### config.mk
export PLATFORM = sky130hd
export DESIGN_NAME = if_id_pipe_reg_flat
export DESIGN_NICKNAME = d
export VERILOG_FILES = /design/src/rtl/if_id_pipe_reg_if.sv /design/src/rtl/if_id_pipe_reg.sv /design/src/flat_wrapper.sv
export SDC_FILE = /design/constraint.sdc
export NUM_CORES = 1
export LEC_CHECK = 0
export CAP_MARGIN = 40
export CORE_UTILIZATION = 54
export DETAILED_ROUTE_END_ITERATION = 8
export PLACE_DENSITY = 0.85
export SLEW_MARGIN = 20
export SYNTH_ARGS = -nofsm -noshare
export SYNTH_HDL_FRONTEND = slang
export SYNTH_SLANG_ARGS = --single-unit
### constraint.sdc
create_clock -name clk -period 5.4 [get_ports clk]
set_input_delay 0.54 -clock clk [delete_from_list [all_inputs] [get_ports clk]]
set_output_delay 0.54 -clock clk [all_outputs]
set_load 0.02 [all_outputs]
### src/rtl/if_id_pipe_reg_if.sv
// IF->ID handshake bundle: fetch-side valid/ready/data and decode-side valid/ready/data.
// master = fetch/decode environment, slave = the pipeline register.
interface if_id_pipe_reg_if #(
    parameter int unsigned INST_WIDTH = 32,
    parameter int unsigned PC_WIDTH   = 32
);
    logic                  in_valid_i;
    logic                  in_ready_o;
    logic [INST_WIDTH-1:0] inst_i;
    logic [PC_WIDTH-1:0]   pc_i;
    logic                  out_valid_o;
    logic                  out_ready_i;
    logic [INST_WIDTH-1:0] inst_o;
    logic [PC_WIDTH-1:0]   pc_o;

    modport master (
        output in_valid_i, inst_i, pc_i, out_ready_i,
        input  in_ready_o, out_valid_o, inst_o, pc_o
    );

    modport slave (
        input  in_valid_i, inst_i, pc_i, out_ready_i,
        output in_ready_o, out_valid_o, inst_o, pc_o
    );
endinterface

### src/rtl/if_id_pipe_reg.sv
// IF->ID pipeline register with a 2-entry skid buffer and flush.
// Decode sees only the main register; the skid entry absorbs one beat of back-pressure so
// in_ready_o is a pure register (no combinational path from out_ready_i to fetch).
// Optional macro IF_ID_PERF_EN adds stall_cnt_o / flush_cnt_o performance counters.
module if_id_pipe_reg #(
    parameter int unsigned INST_WIDTH = 32,
    parameter int unsigned PC_WIDTH   = 32,
    parameter logic [31:0] RESET_INST = 32'h0000_0013
) (
    input  logic             clk,
    input  logic             rst,
    input  logic             flush_i,
    if_id_pipe_reg_if.slave  bus
`ifdef IF_ID_PERF_EN
    ,
    output logic [31:0]      stall_cnt_o,
    output logic [31:0]      flush_cnt_o
`endif
);

    localparam logic [INST_WIDTH-1:0] NOP_INST = INST_WIDTH'(RESET_INST);

    // Bit 1 = main valid, bit 0 = skid valid; (0,1) is never produced.
    typedef enum logic [1:0] {
        EMPTY = 2'b00,
        ONE   = 2'b10,
        FULL  = 2'b11
    } state_t;

    state_t                state_q, state_d;
    logic [INST_WIDTH-1:0] main_inst_q, main_inst_d;
    logic [PC_WIDTH-1:0]   main_pc_q, main_pc_d;
    logic [INST_WIDTH-1:0] skid_inst_q, skid_inst_d;
    logic [PC_WIDTH-1:0]   skid_pc_q, skid_pc_d;
    logic                  main_vld, skid_vld;
    logic                  accept, fire;

    assign main_vld = state_q[1];
    assign skid_vld = state_q[0];

    assign bus.out_valid_o = main_vld;
    assign bus.in_ready_o  = ~skid_vld;
    assign bus.inst_o      = main_inst_q;
    assign bus.pc_o        = main_pc_q;

    // State and data registers; reset returns to EMPTY with NOP / zero PC visible.
    always_ff @(posedge clk) begin
        if (rst) begin
            state_q     <= EMPTY;
            main_inst_q <= NOP_INST;
            main_pc_q   <= '0;
            skid_inst_q <= NOP_INST;
            skid_pc_q   <= '0;
        end else begin
            state_q     <= state_d;
            main_inst_q <= main_inst_d;
            main_pc_q   <= main_pc_d;
            skid_inst_q <= skid_inst_d;
            skid_pc_q   <= skid_pc_d;
        end
    end

    // Next-state and data steering; flush overrides everything and empties both entries.
    always_comb begin
        state_d     = state_q;
        main_inst_d = main_inst_q;
        main_pc_d   = main_pc_q;
        skid_inst_d = skid_inst_q;
        skid_pc_d   = skid_pc_q;
        accept      = bus.in_valid_i & ~skid_vld & ~flush_i;
        fire        = main_vld & bus.out_ready_i;

        if (flush_i) begin
            state_d     = EMPTY;
            main_inst_d = NOP_INST;
            main_pc_d   = '0;
            skid_inst_d = NOP_INST;
            skid_pc_d   = '0;
        end else begin
            unique case (state_q)
                EMPTY: begin
                    if (accept) begin
                        state_d     = ONE;
                        main_inst_d = bus.inst_i;
                        main_pc_d   = bus.pc_i;
                    end
                end
                ONE: begin
                    if (accept && fire) begin
                        main_inst_d = bus.inst_i;
                        main_pc_d   = bus.pc_i;
                    end else if (accept) begin
                        state_d     = FULL;
                        skid_inst_d = bus.inst_i;
                        skid_pc_d   = bus.pc_i;
                    end else if (fire) begin
                        state_d     = EMPTY;
                        main_inst_d = NOP_INST;
                        main_pc_d   = '0;
                    end
                end
                FULL: begin
                    if (fire) begin
                        state_d     = ONE;
                        main_inst_d = skid_inst_q;
                        main_pc_d   = skid_pc_q;
                        skid_inst_d = NOP_INST;
                        skid_pc_d   = '0;
                    end
                end
                default: begin
                    state_d = EMPTY;
                end
            endcase
        end
    end

`ifdef IF_ID_PERF_EN
    // Counts decode stalls and flushes that actually discard held entries; both wrap.
    always_ff @(posedge clk) begin
        if (rst) begin
            stall_cnt_o <= '0;
            flush_cnt_o <= '0;
        end else begin
            if (main_vld && !bus.out_ready_i && !flush_i) begin
                stall_cnt_o <= stall_cnt_o + 32'd1;
            end
            if (flush_i && (main_vld || skid_vld)) begin
                flush_cnt_o <= flush_cnt_o + 32'd1;
            end
        end
    end
`endif

endmodule

### src/flat_wrapper.sv
// flat-port wrapper written by rule: the top's interface ports become plain ports
module if_id_pipe_reg_flat 
#(
    parameter int unsigned INST_WIDTH = 32,
    parameter int unsigned PC_WIDTH   = 32,
    parameter logic [31:0] RESET_INST = 32'h0000_0013
)
  (clk, rst, flush_i, bus_in_valid_i, bus_inst_i, bus_pc_i, bus_out_ready_i, bus_in_ready_o, bus_out_valid_o, bus_inst_o, bus_pc_o);
  if_id_pipe_reg_if #(.INST_WIDTH(INST_WIDTH), .PC_WIDTH(PC_WIDTH)) bus_i ();
  input  logic clk;
  input  logic rst;
  input  logic flush_i;
  input wire logic [$bits(bus_i.in_valid_i)-1:0] bus_in_valid_i;
  input wire logic [$bits(bus_i.inst_i)-1:0] bus_inst_i;
  input wire logic [$bits(bus_i.pc_i)-1:0] bus_pc_i;
  input wire logic [$bits(bus_i.out_ready_i)-1:0] bus_out_ready_i;
  output wire logic [$bits(bus_i.in_ready_o)-1:0] bus_in_ready_o;
  output wire logic [$bits(bus_i.out_valid_o)-1:0] bus_out_valid_o;
  output wire logic [$bits(bus_i.inst_o)-1:0] bus_inst_o;
  output wire logic [$bits(bus_i.pc_o)-1:0] bus_pc_o;
  assign bus_i.in_valid_i = bus_in_valid_i;
  assign bus_i.inst_i = bus_inst_i;
  assign bus_i.pc_i = bus_pc_i;
  assign bus_i.out_ready_i = bus_out_ready_i;
  assign bus_in_ready_o = bus_i.in_ready_o;
  assign bus_out_valid_o = bus_i.out_valid_o;
  assign bus_inst_o = bus_i.inst_o;
  assign bus_pc_o = bus_i.pc_o;
  if_id_pipe_reg #(.INST_WIDTH(INST_WIDTH), .PC_WIDTH(PC_WIDTH), .RESET_INST(RESET_INST)) u_core (.clk(clk), .rst(rst), .flush_i(flush_i), .bus(bus_i));
endmodule
==> impl_metrics.py, run 1 <==
metrics = {
    "synthesis": {
        "netlist_instances": 600,
        "synth_seq_cells": 130,
        "synthesis.nets": 674,
        "yosysTopAreaCell": "dfxtp_1",
        "avgSynthCellArea_um2": 9.93,
        "yosys-top-cells-area": "dfxtp_1 (44%), a221oi_2 (15%), mux2i_1 (11%), nor2_1 (7.9%), and2_1 (6.4%)",
        "synth_area_mm2": 0.00596,
        "yosysUniqueCellTypes": 29,
        "ys.warnings.count": 0,
        "synth_top_area_share_pct": 43.7,
        "ys_seq_area_share_pct": 43.7,
    },
    "routing": {
        "drc_errors": 0,
        "postRouteWirelength_um": 15400,
        "via_per_inst": 5.81,
        "drt-pass1-iter-count": 5,
        "ant_nets": 0,
        "wl_per_cell_um": 17.9,
        "vias": 4999,
        "drt_iter0_drc": 271,
    },
    "placed_design": {
        "gp_congestion": 0.811,
        "pre_cts_slack_ns": 2.02,
        "numPortBuffers": 134,
        "dp_hpwl_um": 9830,
    },
    "grt": {
        "overflow": 0,
        "grt_pass1_wl_um": 24800,
        "track_usage_pct": 27.5,
        "antenna_found_initial": 0,
        "grt_max_degree": 46,
        "grt_pass1_vias": 5060,
    },
    "pwr": {
        "ir_worst_vdd_v": 0.000204,
        "p_leak_nw": 3.39,
        "p_per_area_mw_per_mm2": 308,
    },
    "timing": {
        "finalHoldViolations": 0,
        "fmax_mhz": 341,
        "fin_crit_ns": 2.93,
        "hold_slack_ns": 0.515,
        "clock-skew-final_ns": 0.0101,
        "period_share_pct": 54.3,
        "layout_setup_ws_ns": 2.47,
        "tightest_slew_ns": 0.832,
        "setup_tns_ns": 0,
        "slew_violations": 0,
        "slew_headroom_pct": 44.2,
        "finalSetupViolations": 0,
        "grt_setup_unrepaired": "no",
    },
    "final_layout": {
        "syn_to_final_growth_pct": 33.8,
        "drive_gt1_share_pct": 15.3,
        "layout_common_cells": "clkdlybuf4s50_1 (134), dfxtp_1 (130), nor2_1 (124), mux2i_1 (66), and2_1 (61)",
        "nNetsFinal": 785,
        "diodes": 0,
        "fill_cells": 722,
        "final_common_cell": "clkdlybuf4s50_1",
    },
    "worst_setup_path": {
        "ff2ff_setup_slack_ns": 2.47,
        "crit_arrival_ns": 3.32,
        "cp-end-kind": "flop",
        "slowest_stage": "nand4b_1",
        "cp.required_ns": 5.78,
        "worstSetupPathType": "flop to flop",
        "cp-start-kind": "flop",
        "worst-path-buf-inv": 1,
        "cp_max_fo": 43,
        "crit_chain": "ha_4 > nand4b_1 > buf_4 > and2_1 > mux2i_1 > nor2_1",
        "critPathMaxStageDelay_ns": 0.77,
        "critical-path-top-delay-family": "simple AND/OR/NAND/NOR gates",
    },
    "cts": {
        "clockBufferDepth": 2,
        "cts_resized": 0,
        "clock_latency_ns": 0.52,
        "h-tree-depth": 4,
        "post-cts-setup-buffers": 0,
        "cts_hold_buf": 0,
        "cts_buffers": 17,
        "cts-root-buf": "clkbuf_8",
        "clk_pin_slew_worst_paths_ns": 0.06,
        "cts_tree": "built",
        "cts_sinks": 130,
    },
    "worst_hold_path": {
        "min_path_type": "flop to flop",
    },
    "die": {
        "initial_utilization_pct": 56.7,
        "die_h_um": 107,
        "core-area_mm2": 0.0105,
        "ios": 135,
        "rows": 37,
        "fp.dieW_um": 107,
        "die_area_mm2": 0.0115,
    },
    "status": {
        "outcome": "finished clean",
    },
    "job": {
        "maxCapViolCount": 0,
    },
}
==> worst min-delay path, cell delays in order (launching register included) <==
cell and delay [ns]:
dfxtp_1 0.34, a221oi_2 0.06, nor2_1 0.09
==> synthesized netlist by cell type, drive strengths merged <==
cell type,count
dfxtp,130
nor2,125
mux2i,66
a221oi,65
o21ai,63
and2,61
clkbuf,32
buf,21
nand2,6
a21oi,5
ha,5
nand2b,4
inv,3
nor3,3
o21a,2
or2,2
or3b,2
a21boi,1
a221o,1
nand4b,1
nand4bb,1
or4,1
==> cell type report <==
class | count | area (um^2) | share of cell area [%]
multi-input cells | 414 | 3080 | 38.6
clock inverters | 14 | 178 | 2.23
flip-flops and latches | 130 | 2600 | 32.6
clock buffers | 18 | 418 | 5.24
well taps | 136 | 170 | 2.13
repair buffers | 145 | 1520 | 19.1
inverters | 3 | 11.3 | 0.141
==> report_power, final <==
group	total [W]	leakage (nW)	switching [W]	internal, W
Sequential	0.00100	1.05	0.0000148	0.000985
Clock	0.00116	0.279	0.000446	0.000709
Combinational	0.000306	2.06	0.000163	0.000143
==> kinds of logic after synthesis <==
group / Yosys count / share of synthesized area (%)
simple gates: 206 / 16.3
mux: 66 / 11.1
fa+ha+maj: 5 / 1.05
compound gates: 137 / 22.4
flops: 130 / 43.7
buf+inv: 56 / 5.48
==> routing by layer <==
layer | track usage (%) | vias up | share of wire (%) | wire length, um
met4 | 9.78 | 0 | 1.6 | 242
li1 | - | 2359 | - | -
met1 | 33.2 | 2484 | 43 | 6540
met5 | 0 | - | 0 | 0
met2 | 47.8 | 133 | 51 | 7910
met3 | 6.26 | 23 | 4.5 | 692
==> registers in the layout (all words and copies together), names as in the netlist <==
signal              count
u_core.bus.pc_o        32
u_core.skid_pc_q       32
u_core.state_q          2
u_core.bus.inst_o      32
u_core.skid_inst_q     32
==> path summary, 6_finish.rpt <==
path,cells after the start,startpoint,to
setup / recovery,6,u_core.state_q[1],u_core.skid_inst_q[23]
hold / removal,2,u_core.skid_pc_q[10],u_core.bus.pc_o[10]
setup reg to reg,6,u_core.state_q[1],u_core.skid_inst_q[23]
hold reg to reg,2,u_core.skid_pc_q[10],u_core.bus.pc_o[10]
==> metrics by stage <==
| stage | std cells | power [W] | cell area, um^2 | util (%) |
|---|---|---|---|---|
| 5_1_grt | 860 | 0.00253 | 7980 | 75.9 |
| 3_3_place_gp | 822 | 0.00131 | 7240 | 68.9 |
| 6_report | 860 | 0.00246 | 7980 | 75.9 |
| 2_1_floorplan | 600 | 0.00118 | 5960 | - |
| 4_1_cts | 858 | 0.00246 | 7930 | 75.4 |
| 3_5_place_dp | 826 | 0.00132 | 7330 | 69.8 |
Note: power is estimated with default switching activity, not from simulation.
==> run 2, diff against run 1 <==
Settings changed: CORE_UTILIZATION 54 to 46, PLACE_DENSITY 0.85 to 0.77.
Clock period 5.4 ns to 2.4 ns, I/O delays scaled along.
==> run 2 against run 1 <==
Sequential power grew 120%. Critical endpoint is now u_core.skid_pc_q[26]. Flip-flop and latch count unchanged. Die area is 17% higher. Sequential share of layout area shrank 0.16 points.
==> impl_metrics.py, run 2 (same netlist as run 1, synthesis figures left out) <==
metrics = {
    "status": {
        "outcome": "finished clean",
    },
    "pwr": {
        "power.internal_w": 0.00400,
        "p_sw_share_pct": 24.6,
        "p_per_area_mw_per_mm2": 661,
        "combPwrFrac_pct": 13.1,
        "ir_worst_vdd_v": 0.000483,
        "p_leak_nw": 3.42,
        "p_clk_share_pct": 44.4,
        "p_switching_w": 0.00130,
        "seqPwrFrac_pct": 42.5,
    },
    "routing": {
        "drt-pass1-iter-count": 4,
        "drt_iter0_drc": 313,
        "drc_errors": 0,
        "via_per_inst": 5.55,
        "postRouteWirelength_um": 16200,
        "wl_per_cell_um": 17.9,
        "vias": 5018,
        "ant_nets": 0,
    },
    "die": {
        "die_area_mm2": 0.0134,
        "fp.dieW_um": 116,
        "rows": 41,
        "core-area_mm2": 0.0126,
        "die_h_um": 116,
        "ios": 135,
        "initial_utilization_pct": 47.2,
    },
    "placed_design": {
        "gp_congestion": 0.831,
        "dp_hpwl_um": 10300,
        "numPortBuffers": 134,
    },
    "grt": {
        "track_usage_pct": 25.6,
        "overflow": 0,
        "grt_pass1_wl_um": 26300,
        "antenna_found_initial": 0,
        "grt_max_degree": 69,
        "grt_pass1_vias": 5324,
    },
    "worst_hold_path": {
        "min_path_type": "input port to flop",
        "holdPathStages": 3,
    },
    "timing": {
        "period_share_pct": 92.4,
        "fin_crit_ns": 2.22,
        "fmax_mhz": 451,
        "slew_headroom_pct": 61.9,
        "tightest_slew_ns": 0.572,
        "setup_tns_ns": 0,
        "grt_setup_unrepaired": "no",
        "finalHoldViolations": 0,
        "clock-skew-final_ns": 0.00494,
        "slew_violations": 0,
        "finalSetupViolations": 0,
    },
    "worst_setup_path": {
        "cp_max_fo": 68,
        "worstSetupPathType": "flop to flop",
        "crit_arrival_ns": 2.52,
        "cp-start-kind": "flop",
        "cp.required_ns": 2.71,
        "ff2ff_path_depth": 7,
        "cp-end-kind": "flop",
    },
    "cts": {
        "clk_pin_slew_worst_paths_ns": 0.05,
        "cts_sinks": 130,
        "h-tree-depth": 4,
        "cts_tree": "built",
        "clock_latency_ns": 0.42,
        "cts_buffers": 17,
        "clockBufferDepth": 2,
        "cts-root-buf": "clkbuf_16",
    },
    "job": {
        "maxCapViolCount": 0,
    },
    "final_layout": {
        "drive_gt1_share_pct": 15.8,
        "syn_to_final_growth_pct": 34.5,
        "diodes": 0,
        "final_common_cell": "clkdlybuf4s50_1",
        "fin_util_pct": 63.5,
        "layout_common_cells": "clkdlybuf4s50_1 (134), dfxtp_1 (130), nor2_1 (124), mux2i_1 (66), and2_1 (61)",
        "nNetsFinal": 795,
    },
}
==> run 2: power by group through the flow <==
| stage | combinational, W | clock, W | sequential, W |
|---|---|---|---|
| 2_1_floorplan | 0.000302 | 0 | 0.00235 |
| 3_3_place_gp | 0.000676 | 0 | 0.00229 |
| 5_1_grt | 0.000740 | 0.00249 | 0.00226 |
| 4_1_cts | 0.000696 | 0.00239 | 0.00225 |
| 6_report | 0.000694 | 0.00235 | 0.00225 |
| 3_5_place_dp | 0.000691 | 0 | 0.00230 |
==> run 2: layer usage <==
| layer | GRT usage [%] | wire [um] | vias to the layer above |
|---|---|---|---|
| met5 | 0 | 0 | - |
| met4 | 9.23 | 209 | 0 |
| met3 | 7.22 | 902 | 24 |
| met2 | 44.8 | 8010 | 136 |
| met1 | 29.9 | 7090 | 2480 |
| li1 | - | - | 2378 |
==> run 2: worst max-delay path, stage by stage (launching register included) <==
cell and delay (ns):
dfxtp_1 0.54, ha_4 0.22, buf_16 0.39, nand4b_1 0.23
buf_4 0.28, and2_1 0.19, mux2i_1 0.17, nor2_1 0.07
==> run 2: final timing paths <==
check | start | end | slack, ns
setup / recovery | u_core.state_q[1] | u_core.skid_pc_q[26] | 0.18
hold / removal | bus_inst_i[4] | u_core.skid_inst_q[4] | 0.45
setup reg to reg | u_core.state_q[1] | u_core.skid_pc_q[26] | 0.18
hold reg to reg | u_core.bus.inst_o[3] | u_core.bus.inst_o[3] | 0.50
==> run 2: repair_timing <==
| action | 4_1_cts | 5_1_grt |
|---|---|---|
| endpoints found under the hold margin | 0 | 0 |
| hold buffers | 0 | 0 |
| setup buffers | 0 | 0 |
| setup endpoints to repair | 0 | 3 |
| resized for setup | 0 | 1 |
==> run 2: final cells by class <==
class | instances | area (um^2)
Timing Repair Buffer | 155 | 1580
Clock buffer | 23 | 468
Clock inverter | 7 | 60.1
Tap cell | 172 | 215
Fill cell | 1040 | 4600
Multi-Input combinational cell | 414 | 3080
Inverter | 3 | 11.3
Sequential cell | 130 | 2600
==> run 2: per-stage QoR <==
stage | cells | instance area [um^2] | worst slack [ns] | total power (W) | hold WS [ns]
after floorplan | 600 | 5960 | 0.326 | 0.00266 | 0.365
final | 904 | 8020 | 0.183 | 0.00530 | 0.454
after CTS | 904 | 8010 | 0.150 | 0.00534 | 0.439
after global routing | 904 | 8020 | 0.0127 | 0.00549 | 0.462
after detailed placement | 874 | 7480 | 0.0900 | 0.00299 | 0.486
after global placement | 874 | 7480 | 0.162 | 0.00297 | 0.484
